$ cat config.mk
export PLATFORM = sky130hd
export DESIGN_NAME = lite_read_seq
export DESIGN_NICKNAME = d
export VERILOG_FILES = /design/src/rtl/lite_read_seq.sv
export SDC_FILE = /design/constraint.sdc
export NUM_CORES = 1
export LEC_CHECK = 0
export BUFFER_PORTS_ARGS = -buffer_cell sky130_fd_sc_hd__buf_2
export CAP_MARGIN = 5
export CELL_PAD_IN_SITES_DETAIL_PLACEMENT = 1
export CELL_PAD_IN_SITES_GLOBAL_PLACEMENT = 1
export CORE_MARGIN = 1.5
export CORE_UTILIZATION = 31
export CTS_BUF_LIST = sky130_fd_sc_hd__clkbuf_8 sky130_fd_sc_hd__clkbuf_16
export CTS_CLUSTER_SIZE = 40
export DETAILED_ROUTE_END_ITERATION = 8
export PLACE_DENSITY_LB_ADDON = 0.1
export SLEW_MARGIN = 5
export SYNTH_ARGS = -nofsm -noshare
export SYNTH_HDL_FRONTEND = slang
export SYNTH_SLANG_ARGS = --single-unit
$ cat constraint.sdc
create_clock -name clk -period 1.3 [get_ports clk]
set_clock_uncertainty 0.2 [all_clocks]
set_input_delay 0.065 -clock clk [delete_from_list [all_inputs] [get_ports clk]]
set_output_delay 0.065 -clock clk [all_outputs]
set_load 0.05 [all_outputs]
$ cat src/rtl/lite_read_seq.sv
// AXI-Lite read sequencer: each accepted start reads NUM_REGS registers in order.
// Defining LITE_RD_POLL_EN adds DMA-idle status polling after a clean sweep.
module lite_read_seq #(
    parameter int                ADDR_W      = 10,
    parameter int                DATA_W      = 32,
    parameter int                NUM_REGS    = 4,
    parameter int                BASE_ADDR   = 0,
    parameter int                ADDR_STRIDE = 4,
    parameter logic [DATA_W-1:0] IDLE_MASK   = DATA_W'(1),
    parameter int                POLL_GAP    = 16,
    parameter int                POLL_MAX    = 64,
    localparam int               IDX_W       = (NUM_REGS > 1) ? $clog2(NUM_REGS) : 1
) (
    input  logic              clk,
    input  logic              rst_n,
    input  logic              start,
    output logic [ADDR_W-1:0] m_axi_lite_araddr,
    output logic              m_axi_lite_arvalid,
    input  logic              m_axi_lite_arready,
    input  logic [DATA_W-1:0] m_axi_lite_rdata,
    input  logic [1:0]        m_axi_lite_rresp,
    input  logic              m_axi_lite_rvalid,
    output logic              m_axi_lite_rready,
    output logic [DATA_W-1:0] rd_data,
    output logic [IDX_W-1:0]  rd_idx,
    output logic              rd_valid,
    output logic              busy,
    output logic              done,
    output logic              err,
    output logic [1:0]        err_resp,
    output logic              dma_idle
);

    typedef enum logic [2:0] {
        S_IDLE      = 3'd0,
        S_ADDR      = 3'd1,
        S_DATA      = 3'd2,
        S_NEXT      = 3'd3,
        S_DONE      = 3'd4
`ifdef LITE_RD_POLL_EN
        ,
        S_POLL_WAIT = 3'd5,
        S_POLL_ADDR = 3'd6
`endif
    } state_t;

    state_t            state;
    state_t            state_nxt;
    logic [IDX_W-1:0]  idx;
    logic              rready_q;
    logic              ar_hs;
    logic              r_hs;
    logic              beat_err;
    logic              last_idx;
    logic [ADDR_W-1:0] addr_calc;

    // Valid/ready: a beat transfers on the rising edge where valid and ready are both high;
    // arvalid/araddr are held until that edge, rready is raised one cycle into DATA.
    assign ar_hs     = m_axi_lite_arvalid & m_axi_lite_arready;
    assign r_hs      = m_axi_lite_rvalid & rready_q;
    assign beat_err  = (m_axi_lite_rresp != 2'b00);
    assign last_idx  = (idx == IDX_W'(NUM_REGS - 1));
    assign addr_calc = ADDR_W'(BASE_ADDR) + ADDR_W'(idx) * ADDR_W'(ADDR_STRIDE);

    assign m_axi_lite_rready = rready_q;
    assign m_axi_lite_araddr = m_axi_lite_arvalid ? addr_calc : '0;

`ifdef LITE_RD_POLL_EN
    localparam int GAP_W = $clog2(POLL_GAP + 1);
    localparam int TRY_W = $clog2(POLL_MAX + 1);

    logic             polling;
    logic             dma_idle_q;
    logic [GAP_W-1:0] gap_cnt;
    logic [TRY_W-1:0] try_cnt;
    logic             poll_hit;
    logic             poll_last;
    logic             gap_done;

    assign poll_hit  = ((m_axi_lite_rdata & IDLE_MASK) == IDLE_MASK);
    assign poll_last = (try_cnt == TRY_W'(POLL_MAX - 1));
    assign gap_done  = (gap_cnt == GAP_W'(POLL_GAP - 1));
    assign dma_idle  = dma_idle_q;

    always_ff @(posedge clk or negedge rst_n) begin
        if (!rst_n) begin
            polling    <= 1'b0;
            dma_idle_q <= 1'b0;
            gap_cnt    <= '0;
            try_cnt    <= '0;
        end else begin
            gap_cnt <= (state == S_POLL_WAIT) ? gap_cnt + 1'b1 : '0;
            if (state == S_IDLE && start) begin
                dma_idle_q <= 1'b0;
            end else if (r_hs && polling && !beat_err && poll_hit) begin
                dma_idle_q <= 1'b1;
            end
            // DONE is visited once after the sweep and once after the poll loop.
            if (state == S_DONE) begin
                polling <= !err && !polling;
                try_cnt <= '0;
            end else if (r_hs && polling && !beat_err && !poll_hit) begin
                try_cnt <= try_cnt + 1'b1;
            end
        end
    end
`else
    localparam bit CFG_OK = (NUM_REGS >= 1) && (NUM_REGS <= 256) && (POLL_GAP >= 1)
                            && (POLL_MAX >= 1) && (|IDLE_MASK);

    assign dma_idle = ~busy & CFG_OK;
`endif

    always_ff @(posedge clk or negedge rst_n) begin
        if (!rst_n) begin
            state <= S_IDLE;
        end else begin
            state <= state_nxt;
        end
    end

    always_comb begin
        state_nxt          = state;
        m_axi_lite_arvalid = 1'b0;
        busy               = (state != S_IDLE);
        done               = 1'b0;
        case (state)
            S_IDLE: begin
                if (start) state_nxt = S_ADDR;
            end
            S_ADDR: begin
                m_axi_lite_arvalid = 1'b1;
                if (ar_hs) state_nxt = S_DATA;
            end
            S_DATA: begin
                if (r_hs) begin
                    if (beat_err) begin
                        state_nxt = S_DONE;
`ifdef LITE_RD_POLL_EN
                    end else if (polling) begin
                        state_nxt = (poll_hit || poll_last) ? S_DONE : S_POLL_WAIT;
`endif
                    end else begin
                        state_nxt = S_NEXT;
                    end
                end
            end
            S_NEXT: begin
                state_nxt = last_idx ? S_DONE : S_ADDR;
            end
            S_DONE: begin
                done = 1'b1;
`ifdef LITE_RD_POLL_EN
                state_nxt = (!err && !polling) ? S_POLL_WAIT : S_IDLE;
`else
                state_nxt = S_IDLE;
`endif
            end
`ifdef LITE_RD_POLL_EN
            S_POLL_WAIT: begin
                if (gap_done) state_nxt = S_POLL_ADDR;
            end
            S_POLL_ADDR: begin
                m_axi_lite_arvalid = 1'b1;
                if (ar_hs) state_nxt = S_DATA;
            end
`endif
            default: begin
                state_nxt = S_IDLE;
            end
        endcase
    end

    always_ff @(posedge clk or negedge rst_n) begin
        if (!rst_n) begin
            idx      <= '0;
            rready_q <= 1'b0;
            rd_data  <= '0;
            rd_idx   <= '0;
            rd_valid <= 1'b0;
            err      <= 1'b0;
            err_resp <= 2'b00;
        end else begin
            rready_q <= (state == S_DATA) && !r_hs;
            rd_valid <= r_hs;
            if (r_hs) begin
                rd_data <= m_axi_lite_rdata;
                rd_idx  <= idx;
            end
            // idx returns to 0 in DONE so the poll reads target register 0.
            if (state == S_IDLE && start) begin
                idx <= '0;
            end else if (state == S_NEXT && !last_idx) begin
                idx <= idx + 1'b1;
            end else if (state == S_DONE) begin
                idx <= '0;
            end
            if (state == S_IDLE && start) begin
                err      <= 1'b0;
                err_resp <= 2'b00;
            end else if (r_hs && beat_err) begin
                err <= 1'b1;
                if (!err) err_resp <= m_axi_lite_rresp;
`ifdef LITE_RD_POLL_EN
            end else if (r_hs && polling && !poll_hit && poll_last) begin
                err <= 1'b1;
                if (!err) err_resp <= 2'b11;
`endif
            end
        end
    end

endmodule

After elaboration in Yosys (flattened, before gate mapping):

Cells that the tools add are included.
Widths: inputs -> output; s select.

* register bits: 44
* input port bits: 39
* output and inout port bits: 53
* logic and storage cells: 51

* $add $sub $neg: 1
* equal/unequal tests: 9
* muxes and demuxes: 17
* bitwise logic cells: 3
* reductions and logical operators: 13

Operators by type and width (number)
* $mux 3: 5
* $mux 2: 6
* $pmux 3 s4: 1
* $eq 3x2->1 const B: 2
* $ne 2x2->1 const B: 3
* $reduce_bool 3->1: 2
* $logic_and 1x1->1: 4
* $mux 1: 4
* $mux 4: 1
* $reduce_bool 2->1: 2
* $eq 3x1->1 const B: 1
* $eq 3x3->1 const B: 1
* $logic_not 3->1: 1
* $reduce_and 3->1: 1
* $add 2x1->2 const B: 1
* $and 1x1->1: 2
* $eq 2x2->1 const B: 1
* $logic_not 1->1: 2
* $ne 2x1->1 const B: 1
* $reduce_and 2->1: 1
* $not 1->1: 1

Longest topological paths before layout:

Gate-level depths: netlist of run 1.

* depth in word-level cells: 5
* depth in mapped cells: 4
* gate-level depth less buffers: 4

Least setup slack after synthesis of run 1:

Ideal clock, no wire load.

* kind: flip-flop to output port
* start: reg state[1]
* end: out done
* data arrival time: 1.761 ns
* data required time: 1.035 ns
* slack: -0.726 ns
* stages on the path, launching flop included: 3
* buffers on the path: 1
* path through: dfrtp_1 -> buf_4 -> nor3b_1

* cells in the longest elaborated chain, start to end: 2

Ends and longest elaborated chain
* start, declared: line 47 `state_t state;`
* start signal, assigned: line 118 `state <= state_nxt;`
* $eq 3x3->1: line 127 `case (state)`
* $mux 1: line 127
* end, declared: line 28 `output logic done,`

No other way between the ends.

Worst setup path after layout of run 1:

* start: reg state[2]
* end: out m_axi_lite_araddr[3]

* cells in the longest elaborated chain, start to end: 3

Ends and longest elaborated chain
* $eq 3x1->1: line 127
* $mux 1: line 127
* $mux 4: line 66 `assign m_axi_lite_araddr = m_axi_lite_arvalid ? addr_calc : '0;`
* end, declared: line 17 `output logic [ADDR_W-1:0] m_axi_lite_araddr,`

No other way between the ends.

==> flow_summary.toml, run 1 <==
[outcome]
status = "finished, violations left"
violations = "setup timing"

[timing]
rsz0062_at_grt = "yes"
setup_viol = 47
fin_crit_ps = 1740
fin_crit_sh_pct = 133.8
setup_ws_ps = -439.8
hold_violations = 0
fin_hold_ws_ps = 32.81
maxSlewViolCount = 0
fmaxAchievable_mhz = 574.8

[die]
die-height_um = 81.02
io_pins = 92
core_mm2 = 0.005886
die_w_um = 81.02
start_util_pct = 32.06
num_rows = 28
dieArea_mm2 = 0.006563

[global_route]
antenna_found_initial = 0
grt_max_degree = 45
gr-total-overflow = 0
grt_pass1_vias = 1695
grt_usage_pct = 17.63
grt_pass1_wl_um = 8493

[yosys]
synth_top_area_share_pct = 58.36
yosysMostFrequentCell = "dfrtp_1"
synthFlopType = "dfrtp_1"
synth_edf_count = 0
ys_seq_elements = 44
syn-instance-count = 139
ys_types = 33
yosys.area.top_type = "dfrtp_1"
synth.yosys.warnings = 0
synth_common_cells = "dfrtp_1, mux2_2, buf_4"
ys_async_sr_fraction_pct = 100.0
ys_seq_area_share_pct = 58.36
synth_area_leaders = "dfrtp_1, mux2_2, buf_4"
syn_area_mm2 = 0.001887
syn_area_per_cell_um2 = 13.57

[setup_path]
start_kind = "flip-flop"
crit_type = "flip-flop to output port"
arrival_ps = 1470
required_ps = 1030
cp-end-kind = "output port"
cp_max_fo = 3

[detailed_routing]
ant_nets = 0
dr_total_vias = 1618
drc = 0
firstDrtPassIters = 6
wire_per_inst_um = 15.97
dr.first_iter.drc_count = 57
viasPerCell = 4.494
routed_wl_um = 5750

[pwr]
power.total_mw = 9.566
p_leak_nw = 1.670
cellPowerDensity_mw_per_mm2 = 2809
ir_drop_mv = 1.423

[worst_hold_path]
hold_class = "input pin to flip-flop"

[place]
place.gp.congestion = 0.7206
dpl.hpwl_um = 3423
io_buffers = 83
dp_cells = 299
dp_slack_ps = -251.3

[cts]
cts_max_level = 2
cts-root-buf = "clkbuf_8"
cts_tree = "done"
clockBufferDepth = 2
clock-sinks = 44
clkLatencyLatePin_ps = 290
cts_buffers = 5
clkTransAtPathRegs_ps = 90

[final_layout]
drive_gt1_share_pct = 57.89
nets = 324
postLayoutCoreUtil_pct = 57.87
antenna_cells = 0
instances_no_fill = 360
syn2layout_area_growth_pct = 80.50

[job]
maxCapViolCount = 0
-- path summary, 6_finish.rpt --
kind / slack [ps] / end / from / cells after the start
max reg2reg: -210 / err_resp[0] / state[2] / 5
min in group asynchronous: 80 / rd_idx[0] / rst_n / 3
max in group asynchronous: 600 / m_axi_lite_rready / rst_n / 3
min: 30 / idx[1] / start / 4
min reg2reg: 310 / rd_data[7] / rd_data[7] / 1
max: -440 / m_axi_lite_araddr[3] / state[2] / 4
-- state kept, by name, indices dropped and copies added (netlist names) --
register           flops
err_resp               2
state                  3
m_axi_lite_rready      1
err                    1
rd_valid               1
idx                    2
rd_data               32
rd_idx                 2
-- stage by stage --
| stage | area, um^2 | TNS, ps |
|---|---|---|
| after floorplan | 2113 | -10190 |
| after global placement | 2574 | -2986 |
| after detailed placement | 2574 | -4120 |
| after CTS | 3234 | -4214 |
| after global routing | 3406 | -7672 |
| final | 3406 | -6580 |
-- cells in the final DEF (no fill, tap or decap), types with 5 or more instances in the layout --
cell,instances
buf_2,76
dfrtp_1,43
dlygate4sd3_1,38
mux2_4,34
buf_6,10
buf_4,10
conb_1,8
clkbuf_8,6
buf_8,5
-- area by class of cell --
class | count | area, um^2
tap | 75 | 93.84
sequential | 44 | 1102
clock buffer | 6 | 82.58
timing repair buffer | 143 | 1104
multi-input combinational | 83 | 904.6
inverter | 5 | 48.80
clock inverter | 2 | 38.79
fill | 606 | 2480
timing repair inverter | 2 | 31.28
-- report_power, final --
group,switching (mW),internal (mW)
Clock,0.483,0.629
Combinational,3.75,2.26
Sequential,0.416,2.03
Total,4.65,4.91
-- routing by layer --
layer / up-vias / global-route usage (%) / part of all wire [%]
met5: - / 0 / 0
met4: 0 / 5.862 / 1.1
met3: 7 / 5.056 / 4.7
met2: 59 / 31.83 / 54
met1: 795 / 19.83 / 40
li1: 757 / - / -
-- critical path, stage by stage, from the launching register on --
cell and delay (ps):
dfrtp_1 410, or3_4 410, clkinvlp_4 90, and2_4 140, buf_8 130
-- kinds of logic (layout without fill, tap and decap cells) --
| group | count (synthesis) | count (layout) | share of synthesized area [%] |
|---|---|---|---|
| AOI/OAI and AO/OA | 16 | 16 | 6.035 |
| adders and majority gates | 1 | 1 | 0.6630 |
| buffers and inverters | 19 | 158 | 6.300 |
| DFF | 44 | 44 | 58.36 |
| muxes | 35 | 35 | 20.82 |
| other | 1 | 8 | 0.1987 |
| and+or+nand+nor | 23 | 23 | 7.627 |
-- what timing repair did --
action                                  in CTS  in global routing
gates cloned                                 2                  0
hold buffers                                38                  0
buffers inserted                             4                 10
endpoints found under the hold margin       81                  0
endpoints found under the setup margin      45                 50
pin swaps                                   10                  4
resized for setup                           31                 13
Power figures use the tool's default switching activity.
==> inputs of run 2 (changes only) <==
--- a/config.mk
+++ b/config.mk
@@ -5,13 +5,14 @@
 export SDC_FILE = /design/constraint.sdc
 export NUM_CORES = 1
 export LEC_CHECK = 0
+export ABC_AREA = 1
 export BUFFER_PORTS_ARGS = -buffer_cell sky130_fd_sc_hd__buf_2
 export CAP_MARGIN = 5
 export CELL_PAD_IN_SITES_DETAIL_PLACEMENT = 1
 export CELL_PAD_IN_SITES_GLOBAL_PLACEMENT = 1
 export CORE_MARGIN = 1.5
-export CORE_UTILIZATION = 31
-export CTS_BUF_LIST = sky130_fd_sc_hd__clkbuf_8 sky130_fd_sc_hd__clkbuf_16
+export CORE_UTILIZATION = 30
+export CTS_BUF_LIST = sky130_fd_sc_hd__clkbuf_4 sky130_fd_sc_hd__clkbuf_8
 export CTS_CLUSTER_SIZE = 40
 export DETAILED_ROUTE_END_ITERATION = 8
 export PLACE_DENSITY_LB_ADDON = 0.1
==> run 2 against run 1 <==
  * The flow finishes with violations (hold timing, setup timing)
  * Die area rose by 3.7%
  * Worst hold slack worse by 51 ps
  * Register-to-register slack better by 30 ps
  * Maximum frequency up 13%
  * Clock power shrank 18%
  * Global-route usage increased by 0.095 points
  * Critical path depth is 1 higher
  * Worst setup slack improved by 210 ps
  * Critical path type unchanged
  * Critical endpoint is now dma_idle
  * Largest cell class is now sequential cells
  * Highest routed layer unchanged
==> flow_summary.toml, run 2 <==
[outcome]
status = "finished, violations left"
violations = "hold timing, setup timing"

[final_layout]
largestRegisters = "rd_data: 32 flops, state: 3 flops"
layout_commonest_cell = "nand2_1"
postLayoutCoreUtil_pct = 53.07
drive_gt1_share_pct = 39.17
top_register = "rd_data"
antenna_cells = 0
largest_reg_flops = 32
final_cell_mix = "nand2_1, buf_2, dfrtp_1"
nets = 399
syn2layout_area_growth_pct = 68.60

[global_route]
grt_pass1_vias = 1904
antenna_found_initial = 0
gr-total-overflow = 0
grt_pass1_wl_um = 8976
grt_max_degree = 45
grt_usage_pct = 17.73

[die]
io_pins = 92
die-height_um = 82.52
start_util_pct = 31.48
core_mm2 = 0.006026
dieArea_mm2 = 0.006809
die_w_um = 82.52
num_rows = 28

[setup_path]
arrival_ps = 1270
cp-end-kind = "output port"
reg2regPathDepth = 8
start_kind = "flip-flop"
cp_max_fo = 3
required_ps = 1030
reg2reg_slack_ps = -180
crit_type = "flip-flop to output port"

[yosys]
synth.yosys.warnings = 0
synthFlopType = "dfrtp_1"
syn-instance-count = 221
ys_async_sr_fraction_pct = 100.0
synth_edf_count = 0
syn_area_mm2 = 0.001897
synth_common_cells = "nand2_1, dfrtp_1, inv_1"
yosysMostFrequentCell = "nand2_1"
ys_seq_area_share_pct = 58.05
ys_seq_elements = 44
synth_area_leaders = "dfrtp_1, nand2_1, buf_4"
synth_top_area_share_pct = 58.05
ys_types = 22
yosys.area.top_type = "dfrtp_1"
syn_area_per_cell_um2 = 8.583

[job]
maxCapViolCount = 0

[detailed_routing]
firstDrtPassIters = 4
dr.first_iter.drc_count = 48
dr_total_vias = 1854
ant_nets = 0
routed_wl_um = 5700
viasPerCell = 4.262
wire_per_inst_um = 13.10
drc = 0

[pwr]
cellPowerDensity_mw_per_mm2 = 2703
ir_drop_mv = 1.962
p_leak_nw = 1.766
power.total_mw = 8.646

[cts]
cts_tree = "done"
cts_buffers = 5
cts-root-buf = "clkbuf_8"
clock-sinks = 44
clockBufferDepth = 2
clkTransAtPathRegs_ps = 80
clkLatencyLatePin_ps = 290
cts_max_level = 2

[timing]
rsz0062_at_grt = "yes"
setup_ws_ps = -234.1
setup_viol = 15
hold_violations = 2
fmaxAchievable_mhz = 651.9
fin_crit_ps = 1534
fin_hold_ws_ps = -18.36
fin_crit_sh_pct = 118.0
maxSlewViolCount = 0

[place]
io_buffers = 83
place.gp.congestion = 0.8024
dpl.hpwl_um = 3745
dp_slack_ps = -141.3

[worst_hold_path]
hold_class = "input pin to flip-flop"
hold_depth = 6
==> run 2: logic make-up after synthesis <==
kind of cell | count (synthesis) | synth area share (%)
AND/OR/NAND/NOR | 137 | 30.15
buffers and inverters | 31 | 8.575
flip-flops | 44 | 58.05
AO/OA/AOI/OAI | 7 | 2.375
other | 1 | 0.1977
adder cells (fa/ha/maj) | 1 | 0.6595
==> run 2: metrics by stage <==
step | std cells | TNS (ps) | hold WS [ps] | cell area (um^2)
3_5_place_dp | 382 | -851.9 | -133.8 | 2525
3_3_place_gp | 382 | -489.4 | -131.8 | 2525
2_1_floorplan | 228 | -367.2 | -430.6 | 2016
4_1_cts | 435 | -2158 | 35.14 | 3163
6_report | 435 | -2212 | -18.36 | 3198
5_1_grt | 435 | -3081 | 22.76 | 3198
==> run 2: layout make-up <==
cell class              count  area [um^2]
well taps                  75        93.84
multi-input cells         153        762.0
clock buffers               7        90.09
flip-flops and latches     44         1106
clock inverters             1        7.507
fillers                   730         2828
repair buffers            139         1059
inverters                  16        80.08
==> run 2: path summary, 6_finish.rpt <==
kind                                           from     endpoint
worst max-delay path                       state[1]     dma_idle
worst min-delay path            m_axi_lite_rresp[1]     state[0]
worst max register to register             state[1]     state[0]
worst min register to register          rd_data[24]  rd_data[24]
max in group asynchronous                     rst_n          err
min in group asynchronous                     rst_n   rd_data[3]
==> run 2: what timing repair did <==
item / 4_1_cts / 5_1_grt
cloned: 0 / 0
hold buffers: 38 / 0
setup buffers: 7 / 1
gates resized for setup: 28 / 12
hold endpoints to repair: 82 / 0
endpoints found under the setup margin: 14 / 35
pin swaps: 7 / 5
==> run 2: power by group <==
group / leakage, nW / internal [mW] / switching [mW]
Combinational: 1.16 / 1.68 / 3.73
Sequential: 0.557 / 1.97 / 0.361
Clock: 0.0479 / 0.453 / 0.454
Total: 1.77 / 4.10 / 4.54
==> run 2: critical path: stages, from the launching register on <==
cell and delay, ps:
dfrtp_2 450, nor2_4 150, buf_12 130, nand2_8 70, inv_12 60, buf_12 120
==> run 2: routing by layer <==
metal | routed length (um) | GRT usage (%)
met4 | 80 | 5.000
met5 | 0 | 0
met2 | 2847 | 31.14
met1 | 2351 | 21.07
met3 | 421 | 5.055
